--- config.mk ---
export PLATFORM = sky130hd
export DESIGN_NAME = uart_tx_buffered
export DESIGN_NICKNAME = d
export VERILOG_FILES = /design/src/rtl/uart_tx_buffered.sv
export SDC_FILE = /design/constraint.sdc
export NUM_CORES = 1
export LEC_CHECK = 0
export CORE_MARGIN = 5
export CORE_UTILIZATION = 30
export CTS_BUF_LIST = sky130_fd_sc_hd__clkbuf_4
export CTS_CLUSTER_DIAMETER = 100
export CTS_CLUSTER_SIZE = 20
export DETAILED_ROUTE_END_ITERATION = 12
export GPL_TIMING_DRIVEN = 0
export PLACE_DENSITY = 0.41
export SYNTH_ARGS = -nofsm -noshare
export SYNTH_HDL_FRONTEND = slang
export SYNTH_SLANG_ARGS = --single-unit
--- constraint.sdc ---
create_clock -name i_CLK -period 3.7 [get_ports i_CLK]
set_clock_uncertainty 0.2 [all_clocks]
set_input_delay 0.925 -clock i_CLK [delete_from_list [all_inputs] [get_ports i_CLK]]
set_output_delay 0.925 -clock i_CLK [all_outputs]
set_load 0.01 [all_outputs]
--- src/rtl/uart_tx_buffered.sv ---
`default_nettype none
// ---------------------------------------------------------------------------
// uart_tx_buffered : FIFO-buffered 8N1 UART transmitter, LSB first.
// Revision 1.0
// ---------------------------------------------------------------------------
module uart_tx_buffered #(
  parameter int CLK_DIV    = 434,
  parameter int DEPTH_LOG2 = 3
) (
  input  logic                i_CLK,
  input  logic                i_RST_N,
  input  logic [7:0]          i_Data8,
  input  logic                i_WR,
  input  logic                i_ClrOvf,
  output logic                o_TXD,
  output logic                o_Busy,
  output logic                o_Full,
  output logic                o_Empty,
  output logic [DEPTH_LOG2:0] o_Count,
  output logic                o_Overflow
);

  localparam int DEPTH = 1 << DEPTH_LOG2;
  localparam int CW    = (CLK_DIV > 1) ? $clog2(CLK_DIV) : 1;
  localparam logic [CW-1:0]       c_BAUD_MAX = CW'(CLK_DIV - 1);
  localparam logic [DEPTH_LOG2:0] c_DEPTH    = (DEPTH_LOG2 + 1)'(DEPTH);

  typedef enum logic [1:0] {
    S_IDLE  = 2'd0,
    S_START = 2'd1,
    S_DATA  = 2'd2,
    S_STOP  = 2'd3
  } state_t;

  logic [7:0]            r_mem [DEPTH];
  logic [DEPTH_LOG2-1:0] r_wptr;
  logic [DEPTH_LOG2-1:0] r_rptr;
  logic [DEPTH_LOG2:0]   r_count;
  logic                  r_ovf;

  state_t                r_state;
  state_t                w_state_nxt;
  logic [CW-1:0]         r_baud;
  logic [CW-1:0]         w_baud_nxt;
  logic [2:0]            r_bit;
  logic [2:0]            w_bit_nxt;
  logic [7:0]            r_shift;
  logic [7:0]            w_shift_nxt;
  logic                  r_txd;
  logic                  w_txd_nxt;

  logic                  w_wr_acc;
  logic                  w_pop;
  logic                  w_bit_done;
  logic [7:0]            w_head;

  assign o_Full     = (r_count == c_DEPTH);
  assign o_Empty    = (r_count == '0);
  assign o_Count    = r_count;
  assign o_Overflow = r_ovf;
  assign o_TXD      = r_txd;
  assign o_Busy     = (r_state != S_IDLE);

  // A pop in the same cycle never frees a slot for a write while full.
  assign w_wr_acc   = i_WR & ~o_Full;
  assign w_head     = r_mem[r_rptr];
  assign w_bit_done = (r_baud == '0);

  always_ff @(posedge i_CLK) begin
    if (w_wr_acc) begin
      r_mem[r_wptr] <= i_Data8;
    end
  end

  always_ff @(posedge i_CLK or negedge i_RST_N) begin
    if (!i_RST_N) begin
      r_wptr  <= '0;
      r_rptr  <= '0;
      r_count <= '0;
      r_ovf   <= 1'b0;
    end else begin
      if (w_wr_acc) begin
        r_wptr <= r_wptr + 1'b1;
      end
      if (w_pop) begin
        r_rptr <= r_rptr + 1'b1;
      end
      case ({w_wr_acc, w_pop})
        2'b10:   r_count <= r_count + 1'b1;
        2'b01:   r_count <= r_count - 1'b1;
        default: r_count <= r_count;
      endcase
      if (i_WR && o_Full) begin
        r_ovf <= 1'b1;
      end else if (i_ClrOvf) begin
        r_ovf <= 1'b0;
      end
    end
  end

  always_ff @(posedge i_CLK or negedge i_RST_N) begin
    if (!i_RST_N) begin
      r_state <= S_IDLE;
      r_baud  <= '0;
      r_bit   <= '0;
      r_shift <= '0;
      r_txd   <= 1'b1;
    end else begin
      r_state <= w_state_nxt;
      r_baud  <= w_baud_nxt;
      r_bit   <= w_bit_nxt;
      r_shift <= w_shift_nxt;
      r_txd   <= w_txd_nxt;
    end
  end

  // w_txd_nxt is the line level for the state being entered, so o_TXD
  // tracks r_state with no extra cycle of lag.
  always_comb begin
    w_state_nxt = r_state;
    w_baud_nxt  = r_baud;
    w_bit_nxt   = r_bit;
    w_shift_nxt = r_shift;
    w_txd_nxt   = 1'b1;
    w_pop       = 1'b0;
    case (r_state)
      S_IDLE: begin
        if (!o_Empty) begin
          w_pop       = 1'b1;
          w_shift_nxt = w_head;
          w_baud_nxt  = c_BAUD_MAX;
          w_state_nxt = S_START;
          w_txd_nxt   = 1'b0;
        end
      end
      S_START: begin
        w_txd_nxt = 1'b0;
        if (w_bit_done) begin
          w_baud_nxt  = c_BAUD_MAX;
          w_bit_nxt   = '0;
          w_state_nxt = S_DATA;
          w_txd_nxt   = r_shift[0];
        end else begin
          w_baud_nxt = r_baud - 1'b1;
        end
      end
      S_DATA: begin
        w_txd_nxt = r_shift[0];
        if (w_bit_done) begin
          w_baud_nxt  = c_BAUD_MAX;
          w_shift_nxt = {1'b0, r_shift[7:1]};
          if (r_bit == 3'd7) begin
            w_state_nxt = S_STOP;
            w_txd_nxt   = 1'b1;
          end else begin
            w_bit_nxt = r_bit + 1'b1;
            w_txd_nxt = r_shift[1];
          end
        end else begin
          w_baud_nxt = r_baud - 1'b1;
        end
      end
      S_STOP: begin
        w_txd_nxt = 1'b1;
        if (w_bit_done) begin
          if (!o_Empty) begin
            w_pop       = 1'b1;
            w_shift_nxt = w_head;
            w_baud_nxt  = c_BAUD_MAX;
            w_state_nxt = S_START;
            w_txd_nxt   = 1'b0;
          end else begin
            w_state_nxt = S_IDLE;
          end
        end else begin
          w_baud_nxt = r_baud - 1'b1;
        end
      end
      default: begin
        w_state_nxt = S_IDLE;
      end
    endcase
  end

endmodule
`default_nettype wire

# Yosys cells after proc, flatten, opt, wreduce, memory -nomap -nowiden
# Memories as Yosys holds them, arrays and structs flattened.
# Index checks and enable logic that the tools add are counted.
totals:
  register_bits: 34
  ram_bits: 64
  inputBits: 12
  wordCells: 77
  memories: 1
classes:
  addsub: 6
  eq_ne: 13
  n_mux: 33
  bitwise_logic: 2
  n_reduce_logical: 13
mem_list:
  columns: ["name", "depth", "width", "rd", "rd_clocked_by_memory_dff", "wr", "line_no", "source"]
  rows:
  - ["r_mem", 8, 8, 1, 0, 1, "35", "logic [7:0] r_mem [DEPTH];"]
op_table:
  columns: ["operator", "n"]
  rows:
  - ["two-way mux 9 bit", 3]
  - ["one-hot mux 9 bit (3 select lines)", 1]
  - ["two-way mux 8 bit", 3]
  - ["one-hot mux 8 bit (3 select lines)", 1]
  - ["two-way mux 1 bit", 12]
  - ["!= test 2 bit (second input constant)", 6]
  - ["two-way mux 2 bit", 5]
  - ["adder 3 x 1 -> 3 bit (second input constant)", 3]
  - ["logical NOT 9 bit", 1]
  - ["two-way mux 3 bit", 3]
  - ["subtractor 9 x 1 -> 9 bit (second input constant)", 1]
  - ["one-hot mux 2 bit (4 select lines)", 1]
  - ["one-hot mux 4 bit (2 select lines)", 1]
  - ["nonzero test 2 bit", 4]
  - ["equality test 2 bit (second input constant)", 3]
  - ["one-hot mux 3 bit (2 select lines)", 1]
  - ["AND reduction 5 bit", 1]
  - ["adder 4 x 1 -> 4 bit (second input constant)", 1]
  - ["equality test 2 x 1 -> 1 bit (second input constant)", 2]
  - ["equality test 4 bit (second input constant)", 1]
  - ["logical NOT 4 bit", 1]
  - ["one-hot mux 1 bit (4 select lines)", 1]
  - ["AND reduction 4 bit", 1]
  - ["subtractor 4 x 1 -> 4 bit (second input constant)", 1]
  - ["9 further kinds", 9]

# Longest topological paths before layout
# Gate-level depths: netlist of the first run.
depth:
  ltp_word: 6
  depth_mapped: 11
  depth_no_buf: 11

# Worst setup path after synthesis of the first run
# OpenSTA, ideal clock, no wires.
synth_path:
  kind: "input port to flip-flop"
  startpoint: "input port i_WR"
  endpoint: "register r_count[3], in the netlist o_Count[3]"
  arrival_ns: 2.568
  required_ns: 3.420
  path_slack_ns: 0.852
  cell_stages: 8
  n_path_buf: 0
  cell_sequence: "nor2b_1 > clkinv_1 > ha_1 > ha_1 > a21o_1 > a21oi_1 > mux2i_1 > xnor2_1"
synth_between:
  elab_chain_cells: 3
  word_cells_on_any_way: 5
  cone_classes: "2 x eq/ne; 1 x mux; 1 x bitwise; 1 x reduce/logical"
synth_lines:
  columns: ["element", "line_no", "source"]
  rows:
  - ["start, declared", "13", "input logic i_WR,"]
  - ["AND 1 bit *", "65", "assign w_wr_acc = i_WR & ~o_Full;"]
  - ["equality test 2 x 1 -> 1 bit or equality test 2 bit (tied branches)", "88", "case ({w_wr_acc, w_pop})"]
  - ["one-hot mux 4 bit (2 select lines) or nonzero test 2 bit (tied branches)", null, null]
  - ["end signal, assigned", "89", "2'b10: r_count <= r_count + 1'b1;"]
  - ["end signal, assigned", "90", "2'b01: r_count <= r_count - 1'b1;"]
  - ["end signal, assigned", "91", "default: r_count <= r_count;"]
  - ["end, declared", "38", "logic [DEPTH_LOG2:0] r_count;"]
# Every way passes the cells marked *; elsewhere a longest branch is shown, timed or not.
# A chain may end at the register's enable or synchronous reset.

# Worst setup path in the final report of the first run
layout_path:
  startpoint: "register r_count[1], in the netlist o_Count[1]"
  endpoint: "output port o_Empty"
layout_between:
  elab_chain_cells: 1
layout_lines:
  columns: ["element", "line_no", "source"]
  rows:
  - ["logical NOT 4 bit", "58", "assign o_Empty = (r_count == '0);"]
  - ["end, declared", "18", "output logic o_Empty,"]
# No other way between the ends.

==> impl_results.md, run 1 <==
* Area grow syn2layout at 13.06%
* Peak VDD IR at 173.4 µV
* Antenna violation net count after detailed routing at 0
* Hold path start: r_shift[0]$_DFFE_PN0P_
* Unrepaired setup endpoints after global routing: no
* Die width at 133.8 µm
* Max Fanout on Critical Path at 7
* Ports at 21
* Vias in the first global route at 2709
* Placed cells at 519
* Bufs on Longest Clock Path at 2
* Max Cap Violations at 0
* Status: complete, no violations
* Final Power at 4.280 mW
* Mapped Nets at 336
* First DRT Iteration DRCs at 140
* Setup TNS at 0 ns
* Clk root buf: clkbuf_4
* Comb power frac at 0.481
* Wire length per cell at 18.12 µm
* H-tree depth at 3
* Share of cells above drive strength 1 at 0.2133
* Crit path launch type: flip-flop
* Worst hold path type: flip-flop to flip-flop
* Most common cell after layout, fill and taps aside: edfxtp_1
* Synth async-reset ratio at 0.3469
* Routed wire length at 9.694 mm
* Arrival @ worst endpoint at 2.25 ns
* Slew Limit Headroom at 0.2918
* GP Congestion at 0.7104
* CTS sink cnt at 98
* P_leak at 1.899 nW
* Core area at 15150 µm²
* Hold EP: r_shift[0]$_DFFE_PN0P_
* NetSw at 1.702 mW
* Sw frac at 0.3976
* Flops & latches, synth at 98
* Slew @ Worst Pin at 1.058 ns
* Post-cts resize count at 0
* Number of post-CTS setup repair buffers at 0
* Die height at 133.8 µm
* Clk pwr share at 0.127
* Final period util at 0.9126
* Final Net Count at 369
* Most frequent cells in the layout: edfxtp_1, dfrtp_1, clkdlybuf4s50_1, o21ai_0, mux4_2
* P_int at 2.578 mW
* Flop pwr share at 0.392
* Num rows at 45
* Vias at 2614
* Number of I/O port buffers at 20
* Metal2 WL at 4.652 mm
* Starting Density at 0.3037
* Post-CTS Hold Buffers at 0
* RR Startpoint: r_baud[0]$_DFF_PN0_
* Global-route wire length before repair at 15.95 mm
* Synth unique cells at 66
* Main synth FF type: edfxtp_1
* Worst-skew pair later-pin latency at 0.45 ns
* Vias/cell at 4.886
* Worst Setup End Kind: primary output
* Fin. max-slew vios at 0
* CTS tree: done
* Met1 WL at 4.686 mm
* Fin cells at 535
* Endpoints failing hold at 0
* Mean post-synth cell area at 14.88 µm²
* PD cells at 823.2 nW/µm²
* Tot GR Track Use at 0.1177
* Top sig layer: met4
* Syn Inst Count at 309
* Routed wl met3 at 253 µm
* Clk slew on worst S/H paths at 0.14 ns
* Worst hold stages at 2
* Post-synth EDFFs at 64
* Setup crit start: o_Count[1]$_DFFE_PN0P_
* Crit path kind: flip-flop to primary output
* Die Footprint at 17910 µm²
* Pre-Repair DR Iteration Count at 4
* Antenna violations before repair at 0
* Largest net degree at the start of global routing at 35
* Hold WS at 0.3422 ns
* Seq/Total Area, Yosys at 0.6031
* # DRC at 0
* Max Clk Rate at 296.1 MHz
* CTS Buf Count at 9
* Flop2flop setup slack at 0.49 ns
* GRT overflow at 0
* Setup Viol. Count Final at 0
* Netlist Area Pre-Place at 4599 µm²
* Post-DP HPWL at 6.585 mm
* Synth Warn # at 0
* Final antenna diode count at 0
* FF-to-FF path depth at 11
* Minimum clock period at 3.377 ns
* Critical Path RT at 2.57 ns
* Reg2Reg Capture Point: o_Count[3]$_DFFE_PN0P_
cell families (layout without fill, tap and decap cells):
logic type | count (synthesis) | in the layout | synth area share
flip-flops | 98 | 98 | 0.6031
AO/OA/AOI/OAI | 68 | 68 | 0.1072
buffers and inverters | 29 | 67 | 0.03046
XOR/XNOR | 7 | 7 | 0.01333
AND/OR/NAND/NOR | 56 | 56 | 0.07916
multiplexers | 36 | 36 | 0.1243
adder cells (fa/ha/maj) | 15 | 15 | 0.04244
routing by layer:
| layer | vias up | track usage |
|---|---|---|
| met5 | - | 0 |
| met4 | 0 | 0.02971 |
| met3 | 10 | 0.03451 |
| met2 | 24 | 0.1884 |
| met1 | 1317 | 0.1578 |
| li1 | 1263 | - |
synthesized netlist by cell type (4+ instances only):
| master | n | area share |
|---|---|---|
| nand2_1 | 10 | 0.0082 |
| mux2i_1 | 11 | 0.024 |
| inv_1 | 12 | 0.0098 |
| mux4_2 | 16 | 0.078 |
| nor3_1 | 10 | 0.011 |
| nor2_1 | 13 | 0.011 |
| dfrtp_1 | 33 | 0.18 |
| o21ai_0 | 18 | 0.020 |
| ha_1 | 14 | 0.038 |
| a21oi_1 | 6 | 0.0065 |
| clkbuf_1 | 6 | 0.0049 |
| buf_2 | 4 | 0.0044 |
| o21ai_1 | 4 | 0.0044 |
| edfxtp_1 | 64 | 0.42 |
| xnor2_1 | 4 | 0.0076 |
| a21o_1 | 5 | 0.0082 |
| mux2_2 | 8 | 0.020 |
| a22o_1 | 5 | 0.0095 |
worst max-delay path, cell delays in order (launching register included):
cell and delay, ns:
dfrtp_1 0.45, or4_4 0.60, inv_2 0.19, clkdlybuf4s50_1 0.57
power groups by stage:
stage / Combinational, mW / Sequential [mW] / Clock, mW
global placement: 2.08 / 1.70 / 0
CTS: 2.10 / 1.68 / 0.582
detailed placement: 2.09 / 1.71 / 0
floorplan: 1.53 / 1.66 / 0
global route: 2.31 / 1.72 / 0.623
finish: 2.06 / 1.68 / 0.544
flip-flops by register name, indices dropped and copies added, names as in the netlist:
register and cells:
o_TXD 1, r_wptr 3, r_rptr 3, r_mem 64
r_baud 9, o_Count 4, r_bit 3, o_Overflow 1
r_state 2, r_shift 8
stage by stage:
step | worst slack, ns | area, µm² | utilization
CTS | 0.2392 | 5200 | 0.3433
detailed placement | 0.01801 | 5075 | 0.3351
global placement | -0.6029 | 5035 | 0.3324
global route | 0.1628 | 5200 | 0.3433
floorplan | 0.8524 | 4599 | -
finish | 0.3233 | 5200 | 0.3433
worst max path at each step:
stage	to	slack (ns)	depth (start not counted)
CTS	o_Empty	0.24	3
global placement	r_mem[0][4]$_DFFE_PP_	-0.60	4
global route	o_Empty	0.16	3
detailed placement	o_Count[3]$_DFFE_PN0P_	0.02	9
finish	o_Empty	0.32	3
floorplan	o_Count[3]$_DFFE_PN0P_	0.85	8
layout make-up:
cell class	instances	area, µm²
sequential	98	2774
inverter	14	52.55
buffer	15	87.58
clock inverter	5	42.54
clock buffer	11	82.58
multi-input combinational	182	1712
tap	188	235.2
timing repair buffer	22	214.0
fill	1461	9946
Note: power is estimated with default switching activity, not from simulation.
==> inputs of run 2 (changes only) <==
CAP_MARGIN = 15   (was unset)
CORE_MARGIN = unset   (was 5)
==> run 2 against run 1 <==
  * Flip-flop and latch count unchanged
  * Wire length grew 3.3%
  * Die area decreased by 12%
  * Sequential power about the same
  * Combinational power hardly changed
  * Critical path type unchanged
  * Largest cell class unchanged
==> impl_results.md, run 2 (synthesized netlist as in run 1, its figures left out) <==
* Status: complete, no violations
* Starting Density at 0.3117
* Num rows at 44
* CTS tree: done
* Share of cells above drive strength 1 at 0.2120
* Unrepaired setup endpoints after global routing: no
* Slowest cell on the critical path: or4_4
* Post-CTS Hold Buffers at 0
* Placed cells at 517
* CTS sink cnt at 98
* Pre-Repair DR Iteration Count at 4
* Bufs on Longest Clock Path at 2
* Tot GR Track Use at 0.1398
* H-tree depth at 3
* Crit path kind: flip-flop to primary output
* Die height at 125.8 µm
* Setup Viol. Count Final at 0
* Most common cell after layout, fill and taps aside: edfxtp_1
* Reg area at 2774 µm²
* Worst hold path type: input pin to async pin
* Clk root buf: clkbuf_4
* Final Net Count at 371
* Fillcell total at 1437
* Slowest stage delay, CP at 0.60 ns
* Max reg flops at 64
* Biggest register: r_mem
* Max Clk Rate at 290.1 MHz
* Ports at 21
* Critical Path RT at 2.57 ns
* Core area at 14750 µm²
* Largest regs: r_mem (64), r_baud (9), r_shift (8)
* Number of I/O port buffers at 20
* Fin cells at 533
* Most frequent cells in the layout: edfxtp_1, dfrtp_1, clkdlybuf4s50_1, o21ai_0, mux4_2
* Minimum clock period at 3.447 ns
* Peak VDD IR at 313.8 µV
* Slew Limit Headroom at 0.3002
* Post-DP HPWL at 6.683 mm
* Vias at 2632
* Arrival @ worst endpoint at 2.32 ns
* Slew @ Worst Pin at 1.046 ns
* Antenna violation net count after detailed routing at 0
* # DRC at 0
* Die Footprint at 15830 µm²
* PD cells at 839.8 nW/µm²
* Die width at 125.8 µm
* Wire length per cell at 18.78 µm
* Worst Setup End Kind: primary output
* CTS Buf Count at 9
* Final period util at 0.9315
* Worst-skew pair later-pin latency at 0.49 ns
* CP cell instances: or4_4, inv_2, clkdlybuf4s50_1
* Vias in the first global route at 2728
* Global-route wire length before repair at 16.36 mm
* Endpoints failing hold at 0
* P_leak at 1.918 nW
* Fin. max-slew vios at 0
* Area grow syn2layout at 13.52%
* Routed wire length at 10.01 mm
* Max Fanout on Critical Path at 7
* GRT overflow at 0
* Hold WS at 0.3046 ns
* First DRT Iteration DRCs at 162
* Antenna violations before repair at 0
* Largest net degree at the start of global routing at 35
* Multi-input gate area at 1702 µm²
* Number of post-CTS setup repair buffers at 0
* GP Congestion at 0.7590
* Max Cap Violations at 0
* Clk slew on worst S/H paths at 0.17 ns
* Vias/cell at 4.938
* Final antenna diode count at 0
* Post-cts resize count at 0
* Crit path launch type: flip-flop
-- run 2: path summary, 6_finish.rpt --
path,slack (ns),cells after the start,startpoint,to
max,0.25,3,o_Count[1]$_DFFE_PN0P_,o_Empty
min,0.30,1,i_RST_N,r_baud[2]$_DFF_PN0_
max reg2reg,0.43,11,r_baud[0]$_DFF_PN0_,o_Count[3]$_DFFE_PN0P_
min reg2reg,0.34,2,r_shift[0]$_DFFE_PN0P_,r_shift[0]$_DFFE_PN0P_
max in group asynchronous,2.46,1,i_RST_N,r_shift[7]$_DFFE_PN0P_
min in group i_CLK,0.34,2,r_shift[0]$_DFFE_PN0P_,r_shift[0]$_DFFE_PN0P_
-- run 2: critical path: cells and delay by family, from the launching register on --
family        cells  cell delay (ns)
buf+inv           2             0.77
flops             1             0.47
simple gates      1             0.60
-- run 2: final cells by class --
class | count | share of cell area
sequential | 98 | 0.5313
timing repair buffer | 24 | 0.04289
buffer | 15 | 0.01677
clock inverter | 7 | 0.01606
tap | 184 | 0.04409
inverter | 14 | 0.01006
multi-input combinational | 182 | 0.3259
clock buffer | 9 | 0.01294
-- run 2: where the power goes --
part	leakage, nW	internal (mW)	switching (mW)
Sequential	0.999	1.46	0.217
Combinational	0.834	0.950	1.12
Clock	0.0847	0.221	0.413
Total	1.92	2.64	1.75
-- run 2: stage by stage --
step           area [µm²]  setup TNS [ns]  power (mW)    util  setup slack, ns
2_1_floorplan        4599               0       3.193       -           0.8524
3_3_place_gp         5030          -9.355       3.781  0.3409          -0.6033
3_5_place_dp         5070               0       3.807  0.3436          0.03404
4_1_cts              5221               0       4.457  0.3539           0.2108
5_1_grt              5221               0       4.734  0.3539           0.1041
6_report             5221               0       4.385  0.3539           0.2534
-- run 2: per-layer routing --
layer  part of all wire  GRT usage  vias up  wire length, µm
li1                   -          -     1261                -
met1               0.48     0.1840     1332             4778
met2               0.48     0.2239       25             4833
met3              0.024    0.03441       14              241
met4              0.016    0.05103        0              159
met5                  0          0        -                0
==> variant 1: new RTL, config.mk and constraints of run 2 <==
Re-encode `state_t` (4 states) as one-hot, 4 bits wide.
--- a/src/rtl/uart_tx_buffered.sv
+++ b/src/rtl/uart_tx_buffered.sv
@@ -25,11 +25,11 @@
   localparam logic [CW-1:0]       c_BAUD_MAX = CW'(CLK_DIV - 1);
   localparam logic [DEPTH_LOG2:0] c_DEPTH    = (DEPTH_LOG2 + 1)'(DEPTH);
 
-  typedef enum logic [1:0] {
-    S_IDLE  = 2'd0,
-    S_START = 2'd1,
-    S_DATA  = 2'd2,
-    S_STOP  = 2'd3
+  typedef enum logic [3:0] {
+    S_IDLE  = 4'b0001,
+    S_START = 4'b0010,
+    S_DATA  = 4'b0100,
+    S_STOP  = 4'b1000
   } state_t;
 
   logic [7:0]            r_mem [DEPTH];
Check against the original RTL: same outputs for any inputs over 10 cycles, from zero or initial values and one cycle with i_RST_N low; not proved beyond that.
==> variant 1 against run 2 <==
Sequential share of layout area up 3.6 points; highest routed layer unchanged; power shrank 17%; worst setup slack worse by 36 ps; die area fell by 5.5%; routed wire length down 11%; maximum frequency fell by 1.0%; critical endpoint is now o_Count[3]; core utilization up 0.21 points; sequential cell count rose by 2; register-to-register slack got worse by 210 ps; global-route usage shrank 0.79 points; final area shrank 4.6%; critical path type is now reg -> reg; synthesized area shrank 5.6%; worst hold slack got worse by 110 ps.
==> variant 1: results (changes against run 2) <==
[run_status]
status=complete, no violations

[final_layout]
diodes=0  ; unchanged
drive_gt1_frac=0.183  ; -0.0291
final_nets=355  ; -4.3%
reg_top3=r_mem x64, r_baud x9, r_shift x8
fillCellCount=1370  ; -4.7%

[routing]
wl_met3_um=287  ; +19%
routed.top_layer=met4
routed_wl_um=8920  ; -11%
m1WireLength_um=4300  ; -10%
via_count=2514  ; -4.5%
ant_nets=0  ; unchanged
drtIter0Drc=148  ; -8.6%
routed-wl-met2_um=4220  ; -13%
drtPass1Iterations=5  ; +1

[cts]
post-cts-setup-buffers=0  ; unchanged
ctsHtreeMaxLevel=3  ; unchanged
clk_pin_slew_worst_paths_ps=170  ; about the same
clock_latency_ps=460  ; -30 ps
cts_made_buffers=9  ; unchanged
root_buffer=clkbuf_4
cts_buffer_depth=2  ; unchanged

[grt]
grt_max_degree=37  ; +5.7%
grt_pass1_wl_um=14300  ; -13%
grtUsageTotal=0.132  ; -0.00794
grt_antenna_before_repair=0  ; unchanged

[worst_setup_path]
crit_arrival_ps=3660  ; +1340 ps
worstPathMaxFanout=8  ; +1

[min_path]
hold_path.class=in -> async

[synth]
synth_enable_flop_cells=64  ; unchanged
ys_warn_count=0  ; unchanged
synthDistinctLibCells=56  ; -15%
async_flop_share=0.360  ; +0.0131
synthesis.nets=318  ; -5.4%
synth-seq-area-share=0.651  ; +0.0476
yosys-top-cells-area=edfxtp_1 44%, dfrtp_1 20%, mux4_2 8.3%, ha_1 2.3%, o21ai_0 2.0%
netlist_top_cells_count=64 x edfxtp_1, 34 x dfrtp_1, 22 x nand2_1, 22 x nor2_1, 17 x o21ai_0

[power]
p_leak_nw=1.75  ; -8.9%
irDropWorstVdd_uv=292  ; -7.1%

[placement]
hpwl_um=6100  ; -8.7%
routabilityCongestion=0.727  ; -4.2%

[sta]
finalSetupViolCount=0  ; unchanged
max-slew-margin-rel=0.326  ; +0.0255

[variant 1: cell count changes after synthesis, sizes merged, moves of 5 or more]
cell   delta
mux2i     -9
mux2      -6
nand2    +12
o21ai     -5
ha        -6
nor2      +9
a21oi     -5
a22oi     +7
[variant 1: cell families after synthesis]
group,count (synthesis),synth area share
AO/OA/AOI/OAI,53,0.0850
XOR/XNOR,10,0.0202
adder cells (fa/ha/maj),9,0.0277
buffers and inverters,23,0.0245
flip-flops,100,0.651
multiplexers,21,0.0954
AND/OR/NAND/NOR,81,0.0965
[variant 1: worst max-delay path: stages (launching register included)]
cell	delay, ps
dfrtp_1	430
inv_1	70
ha_1	170
or3b_2	440
clkbuf_1	190
or3_1	350
buf_6	150
o21ai_4	230
ha_2	250
ha_1	230
a21o_1	180
a21oi_1	170
xnor2_1	140
nor2_1	70
xor2_1	140
[variant 1: routing by layer]
metal,up-vias,global-route usage
li1,1209,-
met1,1250,0.173
met2,45,0.207
met3,10,0.0418
met4,0,0.0404
met5,-,0
[variant 1: area by class of cell]
| class | count | area (µm²) | area share |
|---|---|---|---|
| clock buffer | 10 | 75.1 | 0.0151 |
| inverter | 10 | 37.5 | 0.00754 |
| tap | 180 | 225 | 0.0452 |
| timing repair buffer | 26 | 255 | 0.0513 |
| sequential | 100 | 2830 | 0.567 |
| buffer | 13 | 68.8 | 0.0138 |
| clock inverter | 6 | 56.3 | 0.0113 |
| multi-input combinational | 174 | 1440 | 0.288 |
[variant 1: final timing paths]
path | startpoint | endpoint | slack (ps) | depth (start not counted)
min reg2reg | o_Count[3] | o_Count[3] | 340 | 1
max reg2reg | r_baud[0] | o_Count[3] | 220 | 14
max in group asynchronous | i_RST_N | o_TXD | 2820 | 2
min | i_RST_N | r_baud[3] | 190 | 2
max | r_baud[0] | o_Count[3] | 220 | 14
min in group i_CLK | o_Count[3] | o_Count[3] | 340 | 1
[variant 1: power breakdown]
part	internal, mW	switching, mW	total, mW
Sequential	1.47	0.182	1.65
Combinational	0.662	0.757	1.42
Clock	0.160	0.393	0.554
[variant 1: what timing repair did]
action,CTS,global route
hold buffers,0,0
gates resized for setup,0,2
setup endpoints to repair,0,1
[variant 1: through the flow]
step	std cells	worst slack (ps)	setup TNS [ps]	instance area [µm²]	hold slack [ps]
2_1_floorplan	297	444	0	4340	272
3_5_place_dp	503	13.8	0	4840	303
3_3_place_gp	497	-642	-12210	4770	293
6_report	519	218	0	4980	190
5_1_grt	519	6.48	0	4980	143
4_1_cts	519	119	0	4970	149
==> variant 2: new RTL, settings of run 2 <==
Made on the original files. Change the parameter `DEPTH_LOG2` from 3 to 2.
--- a/src/rtl/uart_tx_buffered.sv
+++ b/src/rtl/uart_tx_buffered.sv
@@ -5,7 +5,7 @@
 // ---------------------------------------------------------------------------
 module uart_tx_buffered #(
   parameter int CLK_DIV    = 434,
-  parameter int DEPTH_LOG2 = 3
+  parameter int DEPTH_LOG2 = 2
 ) (
   input  logic                i_CLK,
   input  logic                i_RST_N,
Interface: changed (resized o_Count); port bits go from 21 to 20. The function was not compared with the original's and may differ.
==> variant 2 against run 2 <==
Core utilization up 0.87 points; register-to-register slack better by 360 ps; power down 23%; worst hold slack better by 12 ps; worst setup slack better by 250 ps; sequential share of layout area down 6.5 points; final area down 29%; sequential power down 32%; routed wire length down 36%; sequential cell count down 35; synthesized area down 31%; non-clock buffer count down 9; largest cell class unchanged; critical path type unchanged.
==> variant 2: results (changes against run 2) <==
[run_status]
status=complete, no violations

[power]
p_clk_frac=0.190  ; +0.046
p_leak_nw=1.47  ; -23%
p_comb_frac=0.473  ; about the same
p_sw_mw=1.28  ; -27%
irDropWorstVdd_uv=231  ; -26%

[cts]
clock_latency_ps=410  ; -80 ps
cts_made_buffers=9  ; unchanged
clk_pin_slew_worst_paths_ps=120  ; -50 ps

[worst_setup_path]
worst-r2r-cell-count=12  ; +1
rrSetupSlack_ps=790  ; +360 ps
critPathMaxStageDelay_ps=550  ; -50 ps
crit_arrival_ps=2070  ; -250 ps
worstPathMaxFanout=9  ; +2
r2r-end=o_Count[2]

[routing]
viasPerCell=4.91  ; -0.50%
via_count=1990  ; -24%
drtIter0Drc=42  ; -74%

[synth]
netlist_top_cells_count=32 x edfxtp_1, 30 x dfrtp_1, 16 x inv_1
yosys-top-cells-area=edfxtp_1 30%, dfrtp_1 24%, ha_1 5.5%, mux2_2 5.3%, mux4_2 5.0%
synthMuxAreaShare=0.119  ; -0.00493
synth-seq-area-share=0.547  ; -0.0558
async_flop_share=0.492  ; +0.145
ys.flop_type=edfxtp_1
synth_xor_area_frac=0.0165  ; +0.00322
synthAdderAreaFrac=0.0615  ; +0.0190
synth_enable_flop_cells=32  ; -50%
synth_area_per_cell_um2=13.6  ; -8.8%
synthDistinctLibCells=60  ; -9.1%
synthesis.nets=261  ; -22%

[placement]
routabilityCongestion=0.729  ; -3.9%
dp.cells=389  ; -25%
io_buffers=19  ; -5.0%
hpwl_um=4340  ; -35%
place_area_um2=3530  ; -30%
dp_slack_ps=633  ; +599 ps

[final_layout]
fillCellCount=1019  ; -29%
reg_top3=r_mem x32, r_baud x9, r_shift x8
final_nets=291  ; -22%
design_area_um2=3730  ; -29%

[grt]
grt_pass1_vias=2092  ; -23%
grt.met2_usage=0.200  ; -0.0238
use_met3=0.0312  ; -0.00322
grt_max_degree=32  ; -8.6%
grt_pass1_wl_um=10800  ; -34%
grtUsageTotal=0.131  ; -0.00888

[min_path]
hold_path.class=reg -> reg

[sta]
post-route-period-util=0.864  ; -0.0671
worst_pin_slew_ps=736  ; -310 ps

[variant 2: changes by cell type after synthesis, sizes merged, moves of 5 or more]
cell	before	now
edfxtp	64	32
o21ai	24	10
mux2i	11	0
mux2	9	17
mux4	16	8
nor2	14	7
nor3	12	6
and2	0	5
[variant 2: routing by layer]
metal	part of all wire	routed length, µm
met1	0.50	3190
met2	0.46	2940
met3	0.026	168
met4	0.017	107
met5	0	0
[variant 2: final cells by class]
cell class,count,share of cell area
plain buffers,11,0.0195
clock buffers,9,0.0181
clock inverters,7,0.0343
inverters,17,0.0178
multi-input cells,143,0.349
flip-flops and latches,63,0.466
well taps,136,0.0457
repair buffers,19,0.0497
[variant 2: how the worst max path moves through the flow]
stage / start / to / depth (start not counted)
after global placement: i_WR / o_Count[2] / 9
after global routing: o_Count[0] / o_Empty / 4
final: o_Count[0] / o_Empty / 4
after floorplan: r_baud[0] / o_Count[2] / 12
after detailed placement: i_WR / o_Count[1] / 7
after CTS: o_Count[1] / o_Empty / 4
